File: config.mk
export PLATFORM = sky130hd
export DESIGN_NAME = mmio_reg_bridge_flat
export DESIGN_NICKNAME = d
export VERILOG_FILES = /design/src/rtl/mmio_reg_bridge_if.sv /design/src/rtl/mmio_reg_bridge.sv /design/src/flat_wrapper.sv
export SDC_FILE = /design/constraint.sdc
export NUM_CORES = 1
export LEC_CHECK = 0
export ABC_AREA = 0
export CAP_MARGIN = 20
export CORE_ASPECT_RATIO = 0.7
export CORE_MARGIN = 5
export CORE_UTILIZATION = 45
export DETAILED_ROUTE_END_ITERATION = 10
export DONT_BUFFER_PORTS = 1
export GPL_ROUTABILITY_DRIVEN = 1
export PLACE_DENSITY = 0.57
export SETUP_SLACK_MARGIN = 0.2
export SYNTH_ARGS = -nofsm -noshare
export SYNTH_HDL_FRONTEND = slang
export SYNTH_SLANG_ARGS = --single-unit
File: constraint.sdc
create_clock -name clock -period 13.1 [get_ports clock]
set_input_delay 2.62 -clock clock [delete_from_list [all_inputs] [get_ports clock]]
set_output_delay 2.62 -clock clock [all_outputs]
set_load 0.02 [all_outputs]
File: src/rtl/mmio_reg_bridge_if.sv
// MMIO request, register bus, MMIO response and status signals of mmio_reg_bridge.
// slave is the bridge's view; master is the view of the surrounding CCI-P/register logic.
interface mmio_reg_bridge_if #(
   parameter int REQ_DEPTH = 16
);
   localparam int CW = $clog2(REQ_DEPTH) + 1;

   logic          mmio_wr_valid;
   logic          mmio_rd_valid;
   logic [15:0]   mmio_addr;
   logic [1:0]    mmio_len;
   logic [8:0]    mmio_tid;
   logic [63:0]   mmio_wdata;
   logic          reg_req_valid;
   logic          reg_req_ready;
   logic          reg_req_wr;
   logic [15:0]   reg_addr;
   logic          reg_len;
   logic [63:0]   reg_wdata;
   logic          reg_rsp_valid;
   logic [63:0]   reg_rsp_data;
   logic          rsp_valid;
   logic [8:0]    rsp_tid;
   logic [63:0]   rsp_data;
   logic [CW-1:0] req_count;
   logic          err_overflow;
   logic          err_protocol;

   modport slave (
      input  mmio_wr_valid, mmio_rd_valid, mmio_addr, mmio_len, mmio_tid, mmio_wdata,
      input  reg_req_ready, reg_rsp_valid, reg_rsp_data,
      output reg_req_valid, reg_req_wr, reg_addr, reg_len, reg_wdata,
      output rsp_valid, rsp_tid, rsp_data, req_count, err_overflow, err_protocol
   );

   modport master (
      output mmio_wr_valid, mmio_rd_valid, mmio_addr, mmio_len, mmio_tid, mmio_wdata,
      output reg_req_ready, reg_rsp_valid, reg_rsp_data,
      input  reg_req_valid, reg_req_wr, reg_addr, reg_len, reg_wdata,
      input  rsp_valid, rsp_tid, rsp_data, req_count, err_overflow, err_protocol
   );
endinterface

File: src/rtl/mmio_reg_bridge.sv
// CCI-P MMIO to in-order valid/ready register bus bridge: request FIFO, read TID
// tracking with an outstanding-read limit, and single-cycle c2 read responses.
module mmio_reg_bridge #(
   parameter int REQ_DEPTH  = 16,
   parameter int MAX_RD_OUT = 4
) (
   input logic             clock,
   input logic             reset,
   mmio_reg_bridge_if.slave bus
);
   localparam int AW = $clog2(REQ_DEPTH);
   localparam int CW = AW + 1;
   localparam int TW = (MAX_RD_OUT > 1) ? $clog2(MAX_RD_OUT) : 1;
   localparam int OW = $clog2(MAX_RD_OUT) + 1;

   logic          q_wr    [REQ_DEPTH];
   logic [15:0]   q_addr  [REQ_DEPTH];
   logic          q_len   [REQ_DEPTH];
   logic [63:0]   q_wdata [REQ_DEPTH];
   logic [8:0]    q_tid   [REQ_DEPTH];
   logic [AW-1:0] wr_ptr, rd_ptr;
   logic [CW-1:0] count;

   logic [8:0]    t_tid [MAX_RD_OUT];
   logic          t_len [MAX_RD_OUT];
   logic [TW-1:0] t_wr_ptr, t_rd_ptr;
   logic [OW-1:0] outstanding;

   logic          any_valid, len_bad, both, push_req, full, push;
   logic          head_ok, pop, rd_issue, rsp_take, rsp_bad;
   logic [8:0]    pop_tid;
   logic          pop_len;
   logic [63:0]   entry_wdata;
   logic          rsp_valid_q, err_overflow_q, err_protocol_q;
   logic [8:0]    rsp_tid_q;
   logic [63:0]   rsp_data_q;

   always_comb begin
      any_valid   = bus.mmio_wr_valid | bus.mmio_rd_valid;
      len_bad     = bus.mmio_len[1];
      both        = bus.mmio_wr_valid & bus.mmio_rd_valid;
      push_req    = any_valid & ~len_bad;
      full        = (count == CW'(REQ_DEPTH));
      push        = push_req & ~full;
      entry_wdata = '0;
      if (bus.mmio_wr_valid)
         entry_wdata = bus.mmio_len[0] ? bus.mmio_wdata : {32'h0, bus.mmio_wdata[31:0]};
      head_ok  = (count != '0) && (q_wr[rd_ptr] || (outstanding < OW'(MAX_RD_OUT)));
      pop      = head_ok & bus.reg_req_ready;
      rd_issue = pop & ~q_wr[rd_ptr];
      // A response arriving while the only pending read is being issued pairs with that read.
      rsp_take = bus.reg_rsp_valid & ((outstanding != '0) | rd_issue);
      rsp_bad  = bus.reg_rsp_valid & ~rsp_take;
      if (outstanding == '0) begin
         pop_tid = q_tid[rd_ptr];
         pop_len = q_len[rd_ptr];
      end else begin
         pop_tid = t_tid[t_rd_ptr];
         pop_len = t_len[t_rd_ptr];
      end
   end

   always_ff @(posedge clock) begin
      if (push) begin
         q_wr[wr_ptr]    <= bus.mmio_wr_valid;
         q_addr[wr_ptr]  <= bus.mmio_addr;
         q_len[wr_ptr]   <= bus.mmio_len[0];
         q_wdata[wr_ptr] <= entry_wdata;
         q_tid[wr_ptr]   <= bus.mmio_tid;
      end
      if (rd_issue) begin
         t_tid[t_wr_ptr] <= q_tid[rd_ptr];
         t_len[t_wr_ptr] <= q_len[rd_ptr];
      end
   end

   always_ff @(posedge clock) begin
      if (reset) begin
         wr_ptr         <= '0;
         rd_ptr         <= '0;
         count          <= '0;
         t_wr_ptr       <= '0;
         t_rd_ptr       <= '0;
         outstanding    <= '0;
         rsp_valid_q    <= 1'b0;
         rsp_tid_q      <= '0;
         rsp_data_q     <= '0;
         err_overflow_q <= 1'b0;
         err_protocol_q <= 1'b0;
      end else begin
         if (push) wr_ptr <= wr_ptr + 1'b1;
         if (pop)  rd_ptr <= rd_ptr + 1'b1;
         count <= count + CW'(push) - CW'(pop);
         if (rd_issue)
            t_wr_ptr <= (t_wr_ptr == TW'(MAX_RD_OUT - 1)) ? '0 : t_wr_ptr + 1'b1;
         if (rsp_take)
            t_rd_ptr <= (t_rd_ptr == TW'(MAX_RD_OUT - 1)) ? '0 : t_rd_ptr + 1'b1;
         outstanding    <= outstanding + OW'(rd_issue) - OW'(rsp_take);
         rsp_valid_q    <= rsp_take;
         rsp_tid_q      <= rsp_take ? pop_tid : '0;
         rsp_data_q     <= !rsp_take ? '0 :
                           pop_len ? bus.reg_rsp_data : {32'h0, bus.reg_rsp_data[31:0]};
         err_overflow_q <= err_overflow_q | (push_req & full);
         err_protocol_q <= err_protocol_q | both | (any_valid & len_bad) | rsp_bad;
      end
   end

   assign bus.reg_req_valid = head_ok;
   assign bus.reg_req_wr    = head_ok & q_wr[rd_ptr];
   assign bus.reg_addr      = head_ok ? q_addr[rd_ptr] : '0;
   assign bus.reg_len       = head_ok & q_len[rd_ptr];
   assign bus.reg_wdata     = head_ok ? q_wdata[rd_ptr] : '0;
   assign bus.rsp_valid     = rsp_valid_q;
   assign bus.rsp_tid       = rsp_tid_q;
   assign bus.rsp_data      = rsp_data_q;
   assign bus.req_count     = count;
   assign bus.err_overflow  = err_overflow_q;
   assign bus.err_protocol  = err_protocol_q;
endmodule
File: src/flat_wrapper.sv
// flat-port wrapper written by rule: the top's interface ports become plain ports
module mmio_reg_bridge_flat 
#(
   parameter int REQ_DEPTH  = 16,
   parameter int MAX_RD_OUT = 4
)
  (clock, reset, bus_mmio_wr_valid, bus_mmio_rd_valid, bus_mmio_addr, bus_mmio_len, bus_mmio_tid, bus_mmio_wdata, bus_reg_req_ready, bus_reg_rsp_valid, bus_reg_rsp_data, bus_reg_req_valid, bus_reg_req_wr, bus_reg_addr, bus_reg_len, bus_reg_wdata, bus_rsp_valid, bus_rsp_tid, bus_rsp_data, bus_req_count, bus_err_overflow, bus_err_protocol);
  mmio_reg_bridge_if #(.REQ_DEPTH(REQ_DEPTH)) bus_i ();
  input logic clock;
  input logic reset;
  input wire logic [$bits(bus_i.mmio_wr_valid)-1:0] bus_mmio_wr_valid;
  input wire logic [$bits(bus_i.mmio_rd_valid)-1:0] bus_mmio_rd_valid;
  input wire logic [$bits(bus_i.mmio_addr)-1:0] bus_mmio_addr;
  input wire logic [$bits(bus_i.mmio_len)-1:0] bus_mmio_len;
  input wire logic [$bits(bus_i.mmio_tid)-1:0] bus_mmio_tid;
  input wire logic [$bits(bus_i.mmio_wdata)-1:0] bus_mmio_wdata;
  input wire logic [$bits(bus_i.reg_req_ready)-1:0] bus_reg_req_ready;
  input wire logic [$bits(bus_i.reg_rsp_valid)-1:0] bus_reg_rsp_valid;
  input wire logic [$bits(bus_i.reg_rsp_data)-1:0] bus_reg_rsp_data;
  output wire logic [$bits(bus_i.reg_req_valid)-1:0] bus_reg_req_valid;
  output wire logic [$bits(bus_i.reg_req_wr)-1:0] bus_reg_req_wr;
  output wire logic [$bits(bus_i.reg_addr)-1:0] bus_reg_addr;
  output wire logic [$bits(bus_i.reg_len)-1:0] bus_reg_len;
  output wire logic [$bits(bus_i.reg_wdata)-1:0] bus_reg_wdata;
  output wire logic [$bits(bus_i.rsp_valid)-1:0] bus_rsp_valid;
  output wire logic [$bits(bus_i.rsp_tid)-1:0] bus_rsp_tid;
  output wire logic [$bits(bus_i.rsp_data)-1:0] bus_rsp_data;
  output wire logic [$bits(bus_i.req_count)-1:0] bus_req_count;
  output wire logic [$bits(bus_i.err_overflow)-1:0] bus_err_overflow;
  output wire logic [$bits(bus_i.err_protocol)-1:0] bus_err_protocol;
  assign bus_i.mmio_wr_valid = bus_mmio_wr_valid;
  assign bus_i.mmio_rd_valid = bus_mmio_rd_valid;
  assign bus_i.mmio_addr = bus_mmio_addr;
  assign bus_i.mmio_len = bus_mmio_len;
  assign bus_i.mmio_tid = bus_mmio_tid;
  assign bus_i.mmio_wdata = bus_mmio_wdata;
  assign bus_i.reg_req_ready = bus_reg_req_ready;
  assign bus_i.reg_rsp_valid = bus_reg_rsp_valid;
  assign bus_i.reg_rsp_data = bus_reg_rsp_data;
  assign bus_reg_req_valid = bus_i.reg_req_valid;
  assign bus_reg_req_wr = bus_i.reg_req_wr;
  assign bus_reg_addr = bus_i.reg_addr;
  assign bus_reg_len = bus_i.reg_len;
  assign bus_reg_wdata = bus_i.reg_wdata;
  assign bus_rsp_valid = bus_i.rsp_valid;
  assign bus_rsp_tid = bus_i.rsp_tid;
  assign bus_rsp_data = bus_i.rsp_data;
  assign bus_req_count = bus_i.req_count;
  assign bus_err_overflow = bus_i.err_overflow;
  assign bus_err_protocol = bus_i.err_protocol;
  mmio_reg_bridge #(.REQ_DEPTH(REQ_DEPTH), .MAX_RD_OUT(MAX_RD_OUT)) u_core (.clock(clock), .reset(reset), .bus(bus_i));
endmodule
==> results list <==
- Cell area after layout: 0.06777 mm²
* Top library cells by usage in the layout, fill and taps aside: sky130_fd_sc_hd__edfxtp_1 (1496), sky130_fd_sc_hd__mux4_2 (454), sky130_fd_sc_hd__clkbuf_16 (155), sky130_fd_sc_hd__dfxtp_1 (99), sky130_fd_sc_hd__nor2b_1 (87)
- Via-per-instance ratio: 5.869
- In this run, post-CTS repair resized a total of 0 instances.
- Setup violations remaining at the end of the flow were counted as 0.
- For this run, global-route usage on met3 was measured as 3.467%.
- Number of vias in the routed layout: 27030
- Most common cell after layout, fill and taps aside: sky130_fd_sc_hd__edfxtp_1
- Met2 track demand over resource: 31.73%
- After the first detailed-routing iteration, the DRC count stood at 2409.
* Share of cell area taken by muxes after synthesis: 17.66%
- Of the cells placed in the final design, the portion with a size suffix greater than 1 is a little over a quarter.
- Along the worst path, the maximum fanout reaches 43.
- The net count of the finished layout is roughly 2900.
- The share of total power dissipated in the clock network is 33.6%.
- The detail route stage leaves a number of antenna-violating nets equal to 0.
* Combinational Power Share: 19.2%
* Max-capacitance violation count: 0
- Synth Area in Simple Gates: just over 3%
* Min-delay worst type: flop to flop
- Internal power comes to 0.009201 W.
- Main area contributors after synthesis: sky130_fd_sc_hd__edfxtp_1 (74%), sky130_fd_sc_hd__mux4_2 (17%), sky130_fd_sc_hd__dfxtp_1 (3.4%)
- The die covers 0.1427 mm².
- The first global-routing pass estimated 206000 µm of wire.
- Final period utilization: between 60% and 70%
- Chip Width: 449.4 µm
- Max Transition Viols Final: 0
- The cell sitting at the root of the clock tree is a sky130_fd_sc_hd__clkbuf_16.
* Global routing usage on met1: 28.73%
- Entering global routing, the biggest net connects 152 pins.
- Port buffering added 0 buffers.
- Sequential group share of total power: 47.2%
- Net switching is 26.82% of the power.
- TritonCTS built the clock tree.
- In this run the tightest slew margin relative to its limit is about a quarter.
* Core area: around 0.13 mm²
- between 300 and 400 I/O pins were placed.
- Post-synth EDFFs: 1496
* Clock period minus worst slack: 8.027 ns
* Die H: about 320 µm
- Synthesis handed over a netlist of 2644 instances.
* Insertion delay to the later sink of the worst-skew pair: 0.78 ns
- The number of antenna violations at the first check in global routing is 25.
- Power Density: 185.5 mW/mm²
- Number of cells on the worst reg-to-reg path: 15
- After synthesis the netlist holds a flip-flop and latch count of 1598.
- By startpoint and endpoint, the worst setup path is classified as flop to primary output.
* WL per Instance: 30.76 µm
* Maximum clock skew at final layout: 0.01636 ns
- Crit path launch type: flop
* Clock-pin slew on the worst setup and hold paths: about 0.060 ns
- The area growth from synthesis to layout is 11.44%.
* Area fraction in compound gates after synthesis: less than 1%
* Drt total wl: 141700 µm
- Summed over all failing endpoints, the final setup total negative slack is 0 ns.
* Total track usage: 19.87%
* Endpoint type of the worst setup path: primary output
- Post-CTS setup-driven buffer insertion count: 0
- Largest family of logic cells by synthesized area: multiplexers
* Origin of the worst min-delay path: u_core.rd_ptr[2]$_SDFFE_PP0P_
* Leakage Power: 20.90 nW
- Sum of net half-perimeters after detailed placement: 71960 µm
* Seq/Total Area, Yosys: 77.23%
- After detailed routing, the number of remaining DRC violations is 0.
* Count of yosys warnings during synthesis: 0
- Final number of hold-violating endpoints: 0
* Synth unique cells: 47
- In the synthesized netlist the async set-or-reset flop fraction comes to 0%.
- Top_reg_cell synth: sky130_fd_sc_hd__edfxtp_1
- The share of synthesized area in the top cell type comes to 73.88%.
- The worst-case IR drop observed on VDD is 0.1450 mV.
- The worst hold path was traced through 2 stages.
- H-tree Lvls: 4
- The average instance in the mapped netlist occupies 23.00 µm².
- The synthesized design spends more area on one cell type than any other, namely sky130_fd_sc_hd__edfxtp_1.
- The number of clock buffers added by TritonCTS is 153.
* Length of the first detailed-routing pass in iterations: 7
* Layer with the highest usage: met2
- The run finished with clean final reports.
- Post-synthesis xor/xnor area fraction: less than 1%
* Maximum root-to-sink buffer count: 3
* Count of hold-fix buffers inserted at cts: 0
- Setup repair after global routing missed its margin: no
* Area after DPL: 0.06296 mm²
* Number of sinks handled by clock tree synthesis: 1598
* Actual transition at the worst max-transition pin: between 1 and 1.5 ns
* Highest achievable clock rate: around 0.12 GHz
- Critical path arrival: about 5.4 ns
- Remaining global-route overflow: 0
* Number of rows created at floorplan: about 110
- For the worst setup path, the data required time is 10.48 ns.
- Routability-driven placement finished with a final weighted congestion of 0.7386.
- The synthesized netlist occupies a cell area of between 0.06 and 0.07 mm².
- Summing the areas of all fa, ha and maj instances in the mapped netlist gives 0.4321% of the synthesized area.
- When the netlist entered floorplanning its net count stood at 2824.
- Net Switching: 0.003372 W
- Vias in the first global route: 28540
- The initial utilization of the core area, before any placement, comes to a little under half.
[state kept, by name, indices dropped and copies added, names as in the netlist, 5 cells and up, named ones only]
| name | count |
|---|---|
| u_core.q_wr | 16 |
| u_core.bus.rsp_tid | 9 |
| u_core.bus.rsp_data | 64 |
| u_core.q_addr | 256 |
| u_core.q_tid | 144 |
| u_core.q_wdata | 1024 |
| u_core.q_len | 16 |
| u_core.t_tid | 36 |
| u_core.bus.req_count | 5 |
[cells in the mapped netlist, types with 2 or more instances]
master and count:
sky130_fd_sc_hd__edfxtp_1 1496, sky130_fd_sc_hd__mux4_2 454, sky130_fd_sc_hd__dfxtp_1 102, sky130_fd_sc_hd__nor2b_1 87, sky130_fd_sc_hd__clkbuf_1 79, sky130_fd_sc_hd__nor3_1 48, sky130_fd_sc_hd__buf_2 45, sky130_fd_sc_hd__mux2i_1 44
sky130_fd_sc_hd__nand2_1 38, sky130_fd_sc_hd__and3_1 36, sky130_fd_sc_hd__and2_1 32, sky130_fd_sc_hd__nor3b_1 32, sky130_fd_sc_hd__nor2_1 31, sky130_fd_sc_hd__ha_1 17, sky130_fd_sc_hd__inv_1 17, sky130_fd_sc_hd__buf_1 13
sky130_fd_sc_hd__a21oi_1 11, sky130_fd_sc_hd__buf_4 9, sky130_fd_sc_hd__nand2b_1 6, sky130_fd_sc_hd__xnor2_1 4, sky130_fd_sc_hd__xor2_1 4, sky130_fd_sc_hd__buf_6 3, sky130_fd_sc_hd__mux2_2 3, sky130_fd_sc_hd__o21ai_0 3
sky130_fd_sc_hd__or4_1 3, sky130_fd_sc_hd__fa_1 2, sky130_fd_sc_hd__mux2_1 2, sky130_fd_sc_hd__nand4_1 2, sky130_fd_sc_hd__o31ai_1 2, sky130_fd_sc_hd__or3_1 2
[routing by layer]
| layer | wire length (µm) | vias up |
|---|---|---|
| met3 | 7829 | 214 |
| met1 | 62280 | 14750 |
| li1 | - | 11220 |
| met5 | 26 | - |
| met2 | 68610 | 845 |
| met4 | 2902 | 4 |
[cells by family after synthesis]
logic type,count (synthesis)
simple gates,323
buf+inv,167
fa+ha+maj,20
xor+xnor,8
flops,1598
compound gates,24
mux,504
[critical path, cell delays in order, from the launching register on]
cell and delay (ns):
sky130_fd_sc_hd__dfxtp_4 0.82, sky130_fd_sc_hd__buf_4 0.75, sky130_fd_sc_hd__buf_4 0.80, sky130_fd_sc_hd__buf_4 0.52, sky130_fd_sc_hd__buf_16 0.31, sky130_fd_sc_hd__mux4_2 0.55, sky130_fd_sc_hd__mux4_2 0.50, sky130_fd_sc_hd__nor2b_1 0.22
[path summary, 6_finish.rpt]
| check | slack, ns | end |
|---|---|---|
| max | 5.07 | bus_reg_wdata[18] |
| min | 0.51 | flop |
| max reg2reg | 8.33 | u_core.bus.req_count[4]$_SDFF_PP0_ |
| min reg2reg | 0.51 | flop |
[power by group through the flow]
stage	registers (W)	clock network, W	logic (W)
final	0.00594	0.00422	0.00242
after global routing	0.00596	0.00454	0.00262
after CTS	0.00595	0.00432	0.00248
after detailed placement	0.00605	0	0.00247
after global placement	0.00604	0	0.00243
after floorplan	0.00598	0	0.00201
[final cells by class]
cell class              count  area, µm²
fillers                 10330      66060
flip-flops and latches   1598      46980
multi-input cells         879      13230
clock buffers             187       4029
well taps                1767       2211
clock inverters            86      700.7
repair buffers             61      523.0
inverters                  18      72.57
diodes                      9      22.52
[metrics by stage]
stage / util, % / worst slack (ns) / std cells / total power, W / hold slack (ns)
floorplan: - / 2.769 / 2644 / 0.007985 / 0.4628
global placement: 47.04 / 5.508 / 4321 / 0.008479 / 0.4721
detailed placement: 47.04 / 5.426 / 4321 / 0.008526 / 0.4869
CTS: 50.58 / 4.566 / 4594 / 0.01275 / 0.5050
global route: 50.62 / 4.489 / 4598 / 0.01311 / 0.5320
finish: 50.64 / 5.073 / 4605 / 0.01257 / 0.5128
(Power assumes the default switching activity.)
